--- config.mk ---
export PLATFORM = sky130hd
export DESIGN_NAME = comb_sweep_driver
export DESIGN_NICKNAME = d
export VERILOG_FILES = /design/src/rtl/comb_sweep_driver.sv
export SDC_FILE = /design/constraint.sdc
export NUM_CORES = 1
export LEC_CHECK = 0
export CAP_MARGIN = 20
export CORE_MARGIN = 4
export CORE_UTILIZATION = 45
export DETAILED_ROUTE_END_ITERATION = 12
export PLACE_DENSITY_LB_ADDON = 0.3
export SYNTH_ARGS = -nofsm -noshare
export SYNTH_HDL_FRONTEND = slang
export SYNTH_SLANG_ARGS = --single-unit
--- constraint.sdc ---
create_clock -name clk -period 1.5 [get_ports clk]
set_input_delay 0.3 -clock clk [delete_from_list [all_inputs] [get_ports clk]]
set_output_delay 0.3 -clock clk [all_outputs]
set_load 0.005 [all_outputs]
--- src/rtl/comb_sweep_driver.sv ---
// rtl/comb_sweep_driver.sv - drives all 8 input vectors of a 3-input circuit, samples X after a settle time, checks it
// against a truth table
module comb_sweep_driver #(
  parameter int         SETTLE_CYCLES = 4,
  parameter logic [7:0] EXP_TT        = 8'hE2
) (
  input  logic       clk,
  input  logic       rst_n,
  input  logic       start,
  input  logic       x_in,
  output logic       a,
  output logic       b,
  output logic       c,
  output logic [2:0] vec_idx,
  output logic       busy,
  output logic       done,
  output logic       pass,
  output logic [3:0] err_count,
  output logic [7:0] fail_vec
);

  typedef enum logic [1:0] {IDLE, SETTLE, SAMPLE, DONE} state_t;

  localparam logic [3:0] CNT_LAST = 4'(SETTLE_CYCLES - 1);

  state_t     state;
  logic [3:0] cnt;

  always_ff @(posedge clk or negedge rst_n) begin
    if (!rst_n) begin
      state     <= IDLE;
      cnt       <= 4'd0;
      a         <= 1'b0;
      b         <= 1'b0;
      c         <= 1'b0;
      vec_idx   <= 3'd0;
      busy      <= 1'b0;
      done      <= 1'b0;
      pass      <= 1'b0;
      err_count <= 4'd0;
      fail_vec  <= 8'd0;
    end else begin
      done <= 1'b0;
      case (state)
        IDLE: begin
          if (start) begin
            vec_idx   <= 3'd0;
            {a, b, c} <= 3'b000;
            cnt       <= 4'd0;
            err_count <= 4'd0;
            fail_vec  <= 8'd0;
            pass      <= 1'b0;
            busy      <= 1'b1;
            state     <= SETTLE;
          end
        end
        SETTLE: begin
          cnt <= cnt + 4'd1;
          if (cnt == CNT_LAST) state <= SAMPLE;
        end
        SAMPLE: begin
          if (x_in != EXP_TT[vec_idx]) begin
            fail_vec[vec_idx] <= 1'b1;
            err_count         <= err_count + 4'd1;
          end
          if (vec_idx == 3'd7) begin
            state <= DONE;
          end else begin
            // the next vector is driven on the same edge so vectors follow back to back
            vec_idx   <= vec_idx + 3'd1;
            {a, b, c} <= vec_idx + 3'd1;
            cnt       <= 4'd0;
            state     <= SETTLE;
          end
        end
        DONE: begin
          done      <= 1'b1;
          pass      <= (err_count == 4'd0);
          busy      <= 1'b0;
          vec_idx   <= 3'd0;
          {a, b, c} <= 3'b000;
          state     <= IDLE;
        end
        default: state <= IDLE;
      endcase
    end
  end

endmodule

# Word level (Yosys, flattened, before mapping)
# Memories as Yosys holds them, arrays and structs flattened.
# Cells that the tools add are included.
# classes
addsub	3
n_lt_le_gt_ge	2
n_eq_ne	10
mux	29
bitwise	1
reduce_logical	12
# ops
cell	n
$mux W8	2
$pmux W8 S2	1
$mux W4	3
$pmux W4 S3	1
$pmux W1 S3	3
$pmux W3 S3	1
$reduce_and A3 Y1	3
$add A4 B1 Y4 const B	2
$mux W1	8
$ne A2 B2 Y1 const B	4
$or A8 B8 Y8	1
$pmux W2 S4	1
$pmux W4 S2	1
$mux W2	3
$mux W3	2
$reduce_bool A3 Y1	2
$eq A2 B2 Y1 const B	2
$eq A4 B2 Y1 const B	1
$logic_not A4 Y1	1
$lt A3 B4 Y1 const B	1
$pmux W1 S2	2
$reduce_and A2 Y1	2
$reduce_bool A2 Y1	2
$add A3 B1 Y3 const B	1
other kinds (7)	7
# word_totals
ff_bits	27
rom_bits	8
input_bits	4
output_inout_bits	21
wordCells	69
mem_count	1
# mem_list
memory	words	width	read_ports	rd_ports_with_merged_regs	write_ports	line	rtl
(no name shown)	8	1	1	0	0	62	if (x_in != EXP_TT[vec_idx]) begin

# Longest topological paths before layout
# depth
depth_word	7
depth_mapped	6
depth_no_buf	5

# Least setup slack after synthesis
# OpenSTA, ideal clock, no wires.
# synth_timing
path_type	register to register
startpoint	register vec_idx[0]
endpoint	register cnt[2]
setup_time_ns	0.129
t_arrival_ns	1.437
required_ns	1.371
slack_ns	-0.066
path_stages_with_launch	7
path_buffers	1
synth_period_minus_slack_ns	1.566
path_cell_list	dfrtp_1 ha_1 ha_1 clkbuf_1 a21o_1 o21ai_0 o21ai_0
# synth_between
elab_chain_cells	3
# synth_rtl
item	line	rtl
start, declared	14	output logic [2:0] vec_idx,
start signal, assigned	70	vec_idx <= vec_idx + 3'd1;
$eq A3 B3 Y1	66	if (vec_idx == 3'd7) begin
$ne A2 B2 Y1 (no line)	-	
$reduce_and A3 Y1 (no line)	-	
end signal, assigned	58	cnt <= cnt + 4'd1;
end, declared	27	logic [3:0] cnt;
# No other way between the ends.
# A chain may end at the register's enable or synchronous reset.

# Final worst setup path
# layout_timing
startpoint	register vec_idx[1]
endpoint	register err_count[2]
# layout_between
elab_chain_cells	5
# layout_rtl
item	line	rtl
$mem_v2 Z8 W1	-	
$mux W1 (not written as such)	62	
$ne A1 B1 Y1	62	
$ne A2 B2 Y1 (no line)	-	
$reduce_and A3 Y1 (no line)	-	
end signal, assigned	64	err_count <= err_count + 4'd1;
end, declared	18	output logic [3:0] err_count,
# No other way between the ends. The select of a mux whose other input is x is not followed.

==> qor.yml <==
synthArstFlopShare: 1.00
firstDrtPassIters: 4
holdCritPathClass: "input port to asynchronous set/reset pin"
root_buffer: "clkbuf_4"
tightest_slew_ns: 0.368
maxSlewHeadroom: 0.752
drt_iter0_markers: 26
leakage_nw: 0.933
rr_startpoint: "vec_idx[1]"
synth-edff-count: 0
synth.net_count: 134
setup_viol: 0
clk_latency_ns: 0.32
placedInstanceArea_sq_um: 1540
synth.distinct_cells: 28
rows: 18
placed_cells: 180
syn_area_per_cell_sq_um: 9.95
pin_count: 25
critPathLaunchType: "flop"
ys_seq_elements: 24
setup_ws_ns: 0.0197
clock_path_buffers: 2
synth_top_cell_by_area: "dfrtp_1"
power_frac_clock: 0.210
status: "complete, no violations"
dp_hpwl_um: 1880
holdBufCountCts: 0
critPathArrivalTime_ns: 1.75
portBuffers: 24
p_switching_mw: 0.741
grt_overflow: 0
power_frac_seq: 0.418
crit_required_ns: 1.77
worst-setup-path-type: "flop to flop"
netlist_top_cells_area: "dfrtp_1, ha_1, o21ai_0, nand2_1, mux2i_4"
instances_no_fill: 197
antenna_found_initial: 0
p_int_mw: 1.47
die_h_um: 60.6
grt_max_degree: 25
fin_hold_ws_ns: 0.321
grt_pass1_wl_um: 4510
setup_tns_ns: 0
clock_skew_ns: 0.0147
synth_top_area_frac: 0.483
fmax_ghz: 0.676
final_nets: 177
die_w_um: 60.6
synthFlopType: "dfrtp_1"
syn2layout_area_growth_pct: 35.3
post-route-drc-count: 0
cts_tree: "built"
synthCells: 125
yosys_warnings: 0
grt_pass1_vias: 1027
route.final.wire_length_um: 2760
vdd_ir_drop_max_v: 0.000908
avgRoutedWirePerCell_um: 14.0
final_core_util: 0.661
cts_buffers: 3
period_needed_ns: 1.48
syn-cell-area_sq_um: 1240
ys_seq_area_frac: 0.483
regToRegEndpoint: "err_count[2]"
gp_congestion: 0.686
rrSetupSlack_ns: 0.02
final-hold-violation-count: 0
rsz0062_at_grt: "yes"
final_antenna_net_count: 0
maxCapViolCount: 0
drive_above_1_share: 0.198
total_power_mw: 2.22
min_period_over_period: 0.987
diodes: 0
stdcell_area_sq_um: 1680
pre_cts_slack_ns: -0.189
initial_utilization: 0.489
slew_viol_final: 0
design.die.area_sq_um: 3670
fp.coreArea_sq_um: 2540
cts.clk_slew.worst_paths_ns: 0.14
comb_power_share: 0.372
rr_worst_depth: 5
num_vias: 1049
switching_share: 0.335
cts_sinks: 24
cts_max_level: 1
grt_usage: 0.164
via_per_inst: 5.32
power.density_nw_per_um2: 1320
end_kind: "flop"
critPathMaxFanout: 5
power by group through the flow:
stage | registers, mW | logic [mW] | clock network, mW
2_1_floorplan | 0.935 | 0.493 | 0
3_3_place_gp | 0.941 | 0.798 | 0
3_5_place_dp | 0.947 | 0.831 | 0
4_1_cts | 0.924 | 0.820 | 0.478
5_1_grt | 0.949 | 0.924 | 0.497
6_report | 0.926 | 0.824 | 0.466
cell usage after synthesis, drive strengths merged (3+ instances only):
master and n:
nand2 13, nor4 3, xor2 3, mux2i 6, a41oi 5, nand3 6, ha 5, a21oi 3
nor2 9, dfrtp 24, buf 9, inv 9, o21ai 13, o21a 4
worst max-delay path, cell delays in order, from the launching register on:
cell     delay, ns
dfrtp_2       0.43
buf_6         0.11
mux2i_4       0.24
mux2i_4       0.33
mux2i_1       0.21
a21o_1        0.12
cell type report:
type / instances / area (sq um)
Clock buffer: 3 / 22.5
Clock inverter: 1 / 30.0
Fill cell: 208 / 862
Inverter: 9 / 33.8
Multi-Input combinational cell: 82 / 544
Sequential cell: 24 / 604
Tap cell: 30 / 37.5
Timing Repair Buffer: 48 / 410
flip-flops by register name, summed over array words and instances (netlist names):
name / cells
pass: 1
busy: 1
state: 2
done: 1
fail_vec: 8
vec_idx: 3
cnt: 4
err_count: 4
logic make-up after synthesis:
| group | share of synthesized area |
|---|---|
| adder cells (fa/ha/maj) | 0.0503 |
| AO/OA/AOI/OAI | 0.149 |
| AND/OR/NAND/NOR | 0.149 |
| multiplexers | 0.0684 |
| XOR/XNOR | 0.0211 |
| buffers and inverters | 0.0795 |
| flip-flops | 0.483 |
what timing repair did:
item | 4_1_cts | 5_1_grt
resized for setup | 21 | 5
pin swaps | 0 | 2
buffers inserted | 10 | 3
endpoints found under the setup margin | 22 | 8
worst max path at each step:
| stage | to | cells after the start | startpoint |
|---|---|---|---|
| floorplan | err_count[2] | 5 | vec_idx[1] |
| CTS | err_count[2] | 5 | vec_idx[1] |
| finish | err_count[2] | 5 | vec_idx[1] |
| global placement | err_count[2] | 5 | x_in |
| detailed placement | err_count[2] | 5 | x_in |
| global route | err_count[2] | 5 | vec_idx[1] |
metal layers:
layer	vias up	GRT usage	wire, um
met4	0	0.0557	55
met2	34	0.264	1240
met1	493	0.227	1340
met5	-	0	0
li1	514	-	-
met3	8	0.0234	120
layout by cell type, fill, tap and decap left out, drive strengths merged:
cell type       n
a21o            2
a21oi           3
a41oi           5
and2            1
and3b           1
buf            24
bufinv          1
clkbuf          3
clkdlybuf4s15   1
clkdlybuf4s50   3
dfrtp          24
dlygate4sd2    17
dlymetal6s2s    3
ha              5
inv             9
mux2i           6
nand2          13
nand2b          2
nand3           6
nor2            9
nor2b           1
nor3            1
nor3b           2
nor4            3
o21a            4
o21ai          13
o31ai           1
o32ai           1
xor2            3
Note: power is estimated with default switching activity, not from simulation.
